`src/rtl/uart_transmitter.sv`:
```
// UART transmitter: serialises one DATA_BITS word per valid/ready handshake into an
// LSB-first frame (start, data, STOP_BITS stop) at BaudPeriod = CLOCK_RATE/BAUD_RATE cycles per bit.
package definitions_pkg;
  localparam int CLOCK_RATE = 18_432_000;
  localparam int BAUD_RATE  = 115_200;
endpackage

module uart_transmitter #(
  parameter int CLOCK_RATE = definitions_pkg::CLOCK_RATE,
  parameter int BAUD_RATE  = definitions_pkg::BAUD_RATE,
  parameter int DATA_BITS  = 8,
  parameter int STOP_BITS  = 1
) (
  input  logic                 clk,
  input  logic                 rst_n,
  input  logic [DATA_BITS-1:0] tx_data,
  input  logic                 tx_valid,
  output logic                 tx_ready,
  output logic                 tx,
  output logic                 baud,
  output logic                 busy,
  output logic                 tx_done
);

  localparam int BAUD_PERIOD = CLOCK_RATE / BAUD_RATE;
  localparam int CW = (BAUD_PERIOD > 1) ? $clog2(BAUD_PERIOD) : 1;
  localparam int IW = 4;

  localparam logic [CW-1:0] CNT_RELOAD = CW'(BAUD_PERIOD - 1);
  localparam logic [CW-1:0] CNT_ONE    = {{(CW-1){1'b0}}, 1'b1};
  localparam logic [IW-1:0] IDX_ONE    = {{(IW-1){1'b0}}, 1'b1};
  localparam logic [IW-1:0] DATA_LAST  = IW'(DATA_BITS - 1);
  localparam logic [IW-1:0] STOP_LAST  = IW'(STOP_BITS - 1);

  if ((CLOCK_RATE % BAUD_RATE) != 0) begin : g_bad_ratio
    $fatal(1, "uart_transmitter: CLOCK_RATE must be a multiple of BAUD_RATE");
  end
  if (BAUD_PERIOD < 8) begin : g_bad_period
    $fatal(1, "uart_transmitter: baud period below 8 clock cycles");
  end
  if ((DATA_BITS < 5) || (DATA_BITS > 9)) begin : g_bad_data_bits
    $fatal(1, "uart_transmitter: DATA_BITS must be 5..9");
  end
  if ((STOP_BITS != 1) && (STOP_BITS != 2)) begin : g_bad_stop_bits
    $fatal(1, "uart_transmitter: STOP_BITS must be 1 or 2");
  end

  typedef enum logic [1:0] {
    S_IDLE  = 2'd0,
    S_START = 2'd1,
    S_DATA  = 2'd2,
    S_STOP  = 2'd3
  } state_t;

  state_t               state_r, state_s;
  logic [CW-1:0]        cnt_r, cnt_s;
  logic [IW-1:0]        idx_r, idx_s;
  logic [DATA_BITS-1:0] shift_r, shift_s;
  logic                 tx_r, tx_s;
  logic                 baud_r, baud_s;
  logic                 done_r, done_s;
  logic                 bit_end_s;
  logic                 new_bit_s;

  // A bit ends when the down-counter reaches zero; a new bit starts on handshake or
  // on any bit end that does not return to IDLE.
  assign bit_end_s = (cnt_r == {CW{1'b0}});
  assign new_bit_s = (state_r == S_IDLE) ? (state_s == S_START)
                                         : (bit_end_s && (state_s != S_IDLE));

  // State register
  always_ff @(posedge clk or negedge rst_n) begin
    if (!rst_n) begin
      state_r <= S_IDLE;
    end else begin
      state_r <= state_s;
    end
  end

  // Next-state decode
  always_comb begin
    state_s = state_r;
    case (state_r)
      S_IDLE: begin
        if (tx_valid) state_s = S_START;
        else          state_s = S_IDLE;
      end
      S_START: begin
        if (bit_end_s) state_s = S_DATA;
        else           state_s = S_START;
      end
      S_DATA: begin
        if (bit_end_s && (idx_r == DATA_LAST)) state_s = S_STOP;
        else                                   state_s = S_DATA;
      end
      S_STOP: begin
        if (bit_end_s && (idx_r == STOP_LAST)) state_s = S_IDLE;
        else                                   state_s = S_STOP;
      end
      default: state_s = S_IDLE;
    endcase
  end

  // Next values of datapath and registered pad outputs
  always_comb begin
    cnt_s   = cnt_r;
    idx_s   = idx_r;
    shift_s = shift_r;
    tx_s    = 1'b1;
    baud_s  = new_bit_s;
    done_s  = (state_r == S_STOP) && (idx_r == STOP_LAST) && (cnt_r == CNT_ONE);

    if (new_bit_s)                cnt_s = CNT_RELOAD;
    else if (state_s != S_IDLE)   cnt_s = cnt_r - CNT_ONE;
    else                          cnt_s = {CW{1'b0}};

    if (state_s != state_r)                    idx_s = {IW{1'b0}};
    else if (bit_end_s && (state_r != S_IDLE)) idx_s = idx_r + IDX_ONE;
    else                                       idx_s = idx_r;

    if ((state_r == S_IDLE) && (state_s == S_START)) shift_s = tx_data;
    else if ((state_r == S_DATA) && bit_end_s)       shift_s = {1'b0, shift_r[DATA_BITS-1:1]};
    else                                             shift_s = shift_r;

    // Line level follows the state being entered so the pad changes with baud.
    case (state_s)
      S_IDLE:  tx_s = 1'b1;
      S_START: tx_s = 1'b0;
      S_DATA:  tx_s = shift_s[0];
      S_STOP:  tx_s = 1'b1;
      default: tx_s = 1'b1;
    endcase
  end

  // Datapath and output registers
  always_ff @(posedge clk or negedge rst_n) begin
    if (!rst_n) begin
      cnt_r   <= {CW{1'b0}};
      idx_r   <= {IW{1'b0}};
      shift_r <= {DATA_BITS{1'b0}};
      tx_r    <= 1'b1;
      baud_r  <= 1'b0;
      done_r  <= 1'b0;
    end else begin
      cnt_r   <= cnt_s;
      idx_r   <= idx_s;
      shift_r <= shift_s;
      tx_r    <= tx_s;
      baud_r  <= baud_s;
      done_r  <= done_s;
    end
  end

  assign tx       = tx_r;
  assign baud     = baud_r;
  assign tx_done  = done_r;
  assign tx_ready = (state_r == S_IDLE);
  assign busy     = (state_r != S_IDLE);

endmodule

```
`config.mk`:
```
export PLATFORM = sky130hd
export DESIGN_NAME = uart_transmitter
export DESIGN_NICKNAME = d
export VERILOG_FILES = /design/src/rtl/uart_transmitter.sv
export SDC_FILE = /design/constraint.sdc
export NUM_CORES = 1
export LEC_CHECK = 0
export CORE_MARGIN = 5
export CORE_UTILIZATION = 59
export CTS_BUF_LIST = sky130_fd_sc_hd__clkbuf_4 sky130_fd_sc_hd__clkbuf_8 sky130_fd_sc_hd__clkbuf_16
export DETAILED_ROUTE_END_ITERATION = 12
export PLACE_DENSITY = 0.83
export SLEW_MARGIN = 20
export SYNTH_ARGS = -nofsm -noshare
export SYNTH_HDL_FRONTEND = slang
export SYNTH_SLANG_ARGS = --single-unit
```
`constraint.sdc`:
```
create_clock -name clk -period 3.6 [get_ports clk]
set_input_delay 0.72 -clock clk [delete_from_list [all_inputs] [get_ports clk]]
set_output_delay 0.72 -clock clk [all_outputs]
set_load 0.1 [all_outputs]
```
# Yosys cells after proc, flatten, opt, wreduce, memory -nomap -nowiden
# Cells that the tools add are included.
# word_totals
register_bits	25
output_inout_bits	5
# op_classes
muxes	13
n_reduce_logical	17
n_eq_ne	9
n_addsub	2
# op_table
cell	n
8-bit 2-to-1 mux	4
2-bit == test, second input constant	4
8-bit by 1-bit == test with 1-bit output, second input constant	1
1-bit logical AND	8
8-bit zero test	1
4-bit 2-to-1 mux	2
2-bit case mux with 4 select lines	1
2-bit nonzero test	4
8-bit by 1-bit subtractor with 8-bit output, second input constant	1
4-bit by 1-bit adder with 4-bit output, second input constant	1
2-bit by 1-bit == test with 1-bit output, second input constant	2
4-bit by 3-bit == test with 1-bit output, second input constant	1
2-bit zero test	2
4-bit zero test	1
2-bit 2-to-1 mux	2
1-bit 2-to-1 mux	3
1-bit case mux with 3 select lines	1
2-bit inequality test	1
2-bit OR reduction	1

# Depth between registers and ports, before layout
# Gate-level depths: netlist of the first run.
# depth
depth_word	8
mapped_depth	11
depth_no_buf	10

# Least setup slack after synthesis of the first run
# No wires, ideal clock.
# synth_path
path_type	reg-to-output
from	register state_r[1]
to	output tx_ready
stages_incl_launch_ff	4
path_slack_ns	1.101
t_arrival_ns	1.779
cell_sequence	dfrtp_1 > buf_2 > or2_2 > inv_1
# synth_via
elab_chain_len	1
# synth_rtl
element	line_no	source
start, declared	55	state_t state_r, state_s;
start signal, assigned	76	state_r <= state_s;
2-bit zero test	157	assign tx_ready = (state_r == S_IDLE);
end, declared	18	output logic tx_ready,
# Every way passes these cells.

# Worst setup path in the final report of the first run
# layout_path
from	register tx_r, in the netlist tx
to	output tx
# layout_rtl
element	line_no	source
start, declared	59	logic tx_r, tx_s;
start signal, assigned	148	tx_r <= tx_s;
end, declared	19	output logic tx,
# No word-level cell between the ends.

==> results of run 1 <==
synthesized netlist by cell type (2+ instances only):
cell / count
dfrtp_1: 24
inv_1: 12
o21ai_0: 12
nand2_1: 11
ha_1: 8
mux2i_1: 8
xnor2_1: 8
nor2_1: 7
nand3_1: 6
nor3_1: 5
nor2b_1: 3
nor4_4: 3
o22ai_1: 3
buf_2: 2
power groups by stage:
stage / sequential (mW) / clock (mW) / combinational, mW
after floorplan: 0.520 / 0 / 0.294
after global placement: 0.517 / 0 / 0.391
after detailed placement: 0.527 / 0 / 0.404
after CTS: 0.520 / 0.137 / 0.409
after global routing: 0.542 / 0.151 / 0.451
final: 0.520 / 0.132 / 0.406
through the flow:
step	utilization [%]	setup slack, ps
2_1_floorplan	-	1100
3_3_place_gp	70.3	1000
4_1_cts	71.7	845
5_1_grt	71.4	670
6_report	71.4	884
3_5_place_dp	70.3	815
metal layers:
| layer | routed length [µm] | up-vias |
|---|---|---|
| met4 | 54 | 0 |
| met3 | 128 | 5 |
| met5 | 0 | - |
| met1 | 1150 | 457 |
| met2 | 1260 | 21 |
| li1 | - | 499 |
cells by family after synthesis:
| family | Yosys count | synth area share (%) |
|---|---|---|
| xor gates and xnor gates | 9 | 5.65 |
| adders and majority gates | 8 | 7.17 |
| AOI/OAI and AO/OA | 20 | 8.51 |
| muxes | 8 | 5.73 |
| DFF | 25 | 44.9 |
| buffers and inverters | 15 | 4.21 |
| and+or+nand+nor | 49 | 23.8 |
worst paths after layout:
check | startpoint | end
setup reg to reg | cnt_r[0] | cnt_r[5]
hold reg to reg | shift_r[7] | shift_r[7]
min in group clk | shift_r[7] | shift_r[7]
hold / removal | rst_n | shift_r[0]
max in group asynchronous | rst_n | cnt_r[3]
setup / recovery | tx | tx
flip-flops by register name, indices dropped and copies added, names as in the netlist:
signal	cells
cnt_r	8
shift_r	8
baud	1
tx_done	1
idx_r	4
state_r	2
tx	1
cell usage in the layout, fill, tap and decap left out, drive strengths merged, types with 5 or more instances in the layout:
cell type,synthesis,final
dfrtp,24,24
inv,12,12
o21ai,12,12
clkdlybuf4s50,0,12
nand2,11,11
mux2i,8,8
xnor2,8,8
ha,8,8
nor2,8,8
nand3,6,6
nor3,5,5
final cells by class:
type | instances | area (µm²)
Multi-Input combinational cell | 94 | 711
Fill cell | 173 | 638
Sequential cell | 25 | 627
Timing Repair Buffer | 16 | 148
Inverter | 12 | 45.0
Tap cell | 28 | 35.0
Clock buffer | 3 | 22.5
Clock inverter | 1 | 7.51
==> metrics.txt, run 1 <==
status finished, final reports clean; Crit-path slowest cell clkdlybuf4s50_1; row cnt 17; Crit path depth 1; H-tree Lvls 1; fmax 368 MHz; FF+latch count, synth 25; Worst-Skew Late Latency ~330 ps; vias just under 1,000; Buffers & Inverters on Critical Path 1; worst-margin pin slew 973 ps; RSZ-0062 raised after global routing false; Sw Ratio between 40% and 50%; routed len/inst roughly 14 µm; Residual DRC 0; Post-synth ARST share 100%; met3 GRT Util approximately 3.5%; max incr delay on CP around 1100 ps; boundary pin count 16; area grow syn2layout 14.2%; TritonCTS Buffers 3; period utilization between 70% and 80%; Hold WS ~340 ps; vias in the first global route 1,022; cells after synthesis approximately 130; Antenna Cells 0; PostCTS Resize Cnt 0; top-area cell type share of the netlist area between 40% and 50%; Buffers on Ports 15; Vias/cell around 5.5; Yosys top cell by area dfrtp_1; nature of the critical path endpoint primary output; clk slew on worst S/H paths ~150 ps; share of cells above drive strength 1 approximately an eighth; HPWL after DPL approximately 2000 µm; largest fanout on the critical path 1; Routed WL ~2600 µm; Sum Neg Setup Slack 0 ps; grt ovf 0; CP Cell Sequence clkdlybuf4s50_1; Slew Limit Fails 0; total track usage around 17%; total power draw 1.06 mW; sequential share of power roughly half; reg2reg setup slack between 800 and 900 ps; clock root buffer master clkbuf_4; Hold-fix buffers, CTS 0; core region area approximately 2200 µm²; initial antenna violation count 0; Netlist cell types 36; RD Place Congestion about 0.8; GRT busiest layer met2; max-cap violations 0; Clk pwr share 12.5%; Slew headroom between 30% and 40%; CP arrival approximately 2000 ps; fin crit period between 2000 and 3000 ps; Syn. warnings 0; Post-CTS Repair Setup Buffers 0; first-pass GRT wire length between 4000 and 5000 µm; dpl cells 175; CP delay by family, top buffers and inverters; Die H 58.7 µm; Area contributors post-synth dfrtp_1 43%, ha_1 7.2%, mux2i_1 5.7%; M1 GR Usage between 20% and 30%; Hold Path Class input pin to asynchronous set/reset pin; Max clock buf depth 2; VDD IR-drop max 0.478 mV; P per Cell Area roughly 660 nW/µm²; Crit Path Category register to primary output; syn_nets 153; EDFF count, synth 0; post-place instance area around 1600 µm²; Pleak around 0.74 nW; final setup fails 0; predominant post-synthesis flop cell dfrtp_1; CTS tree built; fin area ~1600 µm²; met2 usage between 20% and 30%; Pint around 0.6 mW; pin count of the biggest net entering global routing 26; DRT iter0 DRCs 37; First-pass DRT Iterations 4; Gate power share approximately two fifths; Num Clock Sinks 25; Crit path required time 2880 ps; NumNets Final 171; Hold Vio Cnt, Final 0; antenna viol nets, final 0; die area 3440 µm²; worst-case reg-to-reg path depth 10; Syn Std Cell Area between 1000 and 1500 µm²; post-route insts no fill roughly 180; Max Clock Skew ~11 ps; width of the die 58.7 µm; Psw approximately 0.44 mW; Initial Util 62.5%; mean post-synth cell area between 10 and 15 µm²; sequential share of the synthesized area between 40% and 50%; crit start category register
Note: power is estimated with default switching activity, not from simulation.
==> run 2: changes to the inputs <==
Settings changed: CORE_UTILIZATION 59 to 49, PLACE_DENSITY 0.83 to 0.74.
Clock period 3.6 ns to 2.3 ns, I/O delays scaled along.
==> metrics.txt, run 2 (synthesized netlist as in run 1, its figures left out) <==
HPWL after DPL 2030 µm (+4.2%); clk slew on worst S/H paths 140 ps (about the same); vias 1,029 (+4.8%); routed len/inst 14.3 µm (-1.2%); Slew Limit Fails 0 (unchanged); Pleak 0.836 nW (+13%); die area 4020 µm² (+17%); largest fanout on the critical path 5 (+4); Max clock buf depth 2 (unchanged); H-tree Lvls 1 (unchanged); max-cap violations 0 (unchanged); Routed WL 2820 µm (+8.8%); clock root buffer master clkbuf_4; Hold-fix buffers, CTS 0 (unchanged); vias in the first global route 1,045 (+2.3%); VDD IR-drop max 0.798 mV (+67%); CTS tree built; core region area 2730 µm² (+22%); violated checks negative setup slack; Initial Util 51.1% (-11 points); row cnt 19 (+2); reg2reg setup slack -10 ps (-900 ps); DRT iter0 DRCs 49 (+32%); total track usage 14.9% (-2.4 points); Hold WS 472 ps (+131 ps); TritonCTS Buffers 3 (unchanged); final setup fails 2 (+2); Buffers on Ports 15 (unchanged); share of cells above drive strength 1 30.7% (+19 points); boundary pin count 16 (unchanged); final core occ 66.8% (-4.7 points); P per Cell Area 1050 nW/µm² (+58%); RD Place Congestion 0.788 (-1.4%); initial antenna violation count 0 (unchanged); multi-input logic area 796 µm² (+12%); Residual DRC 0 (unchanged); period utilization 101%; post-place instance area 1710 µm² (+9.2%); Final WS setup -13.2 ps (-898 ps); Vias/cell 5.22 (-4.8%); nature of the critical path endpoint register; top flop regs cnt_r (8), shift_r (8), idx_r (4); commonest non-fill, non-tap cell in the layout dfrtp_1; Hold Path Class input pin to asynchronous set/reset pin; Worst-Skew Late Latency 330 ps (about the same); crit start category register; first-pass GRT wire length 4840 µm (+6.7%); status complete, but fails checks; pin count of the biggest net entering global routing 26 (unchanged); RSZ-0062 raised after global routing true; Seq. cell area 627 µm² (unchanged); commonest cells after routing, fill and taps aside 24 x dfrtp_1, 19 x buf_4, 10 x nand2_1, 10 x clkdlybuf4s50_1, 8 x xnor2_1; worst-margin pin slew 328 ps (-645 ps); area grow syn2layout 30.7%; Crit-path slowest cell dfrtp_1; Die H 63.4 µm (+8.1%); NumNets Final 186 (+8.8%); CP arrival 2570 ps (+570 ps); Crit path required time 2550 ps (-330 ps); Num Clock Sinks 25 (unchanged); antenna viol nets, final 0 (unchanged); CP Cell Sequence inv_2 -> ha_4 -> or3b_4 -> nor4_4 -> o32a_1 -> ha_2 -> nand2_4 -> and3b_1 -> o22ai_1; Slew headroom 78.1% (+43 points); First-pass DRT Iterations 4 (unchanged); post-place setup slack -13.9 ps (-829 ps); Hold Vio Cnt, Final 0 (unchanged); max incr delay on CP 430 ps (-690 ps); fin area 1830 µm² (+14%); Antenna Cells 0 (unchanged); Sum Neg Setup Slack -13.7 ps (-13.7 ps); grt ovf 0 (unchanged); Max Clock Skew 8.84 ps (-1.91 ps); Crit Path Category register to register; fmax about 430 MHz; fin crit period between 2000 and 2500 ps; width of the die 63.4 µm (+8.1%); # fillers 219 (+27%)
## run 2: cell types whose count changed in the layout (fill, tap and decap cells not counted), sizes merged
cell	before	now
clkbuf	3	4
buf	4	21
inv	12	11
clkdlybuf4s50	12	10
## run 2: final timing paths
path	startpoint	end	cells after the start
worst max-delay path	cnt_r[1]	tx	9
worst min-delay path	rst_n	idx_r[3]	2
worst max register to register	cnt_r[1]	tx	9
worst min register to register	shift_r[7]	shift_r[7]	2
max in group asynchronous	rst_n	tx	2
min in group clk	shift_r[7]	shift_r[7]	2
## run 2: layout make-up
cell class / count / share of cell area, %
Tap cell: 31 / 2.12
Multi-Input combinational cell: 94 / 43.6
Timing Repair Buffer: 31 / 15.5
Clock buffer: 4 / 1.64
Sequential cell: 25 / 34.3
Inverter: 12 / 2.81
## run 2: per-stage QoR
step	cells	total power [mW]
global placement	190	1.54
finish	197	1.91
CTS	195	1.81
floorplan	134	1.30
detailed placement	190	1.58
global route	197	2.07
## run 2: critical path, delay by kind of cell (launching register included)
family	cells	cell delay, ps
AO/OA/AOI/OAI	2	390
adder cells (fa/ha/maj)	2	380
buffers and inverters	1	90
flip-flops	1	430
AND/OR/NAND/NOR	4	970
## run 2: routing by layer
layer	vias to the layer above	global-route usage, %	share of wire, %
met5	-	0	0
met4	0	5.45	1.6
met3	5	3.37	3.7
met2	12	23.6	48
met1	481	19.8	47
li1	531	-	-
## run 2: power by group
part	switching (mW)	internal, mW	total, mW
Combinational	0.486	0.454	0.940
Sequential	0.142	0.620	0.762
Clock	0.133	0.0798	0.213
## run 2: timing repair
action                     4_1_cts  5_1_grt
gates resized for setup          1       24
pin swaps                        1        5
buffers inserted                 1        3
setup endpoints to repair        2       18
==> run 3: changes to the inputs <==
Settings changed: CTS_CLUSTER_DIAMETER set to 120.
==> results of run 3 <==
No change in the layout: final DEF, timing and power equal those of run 2.
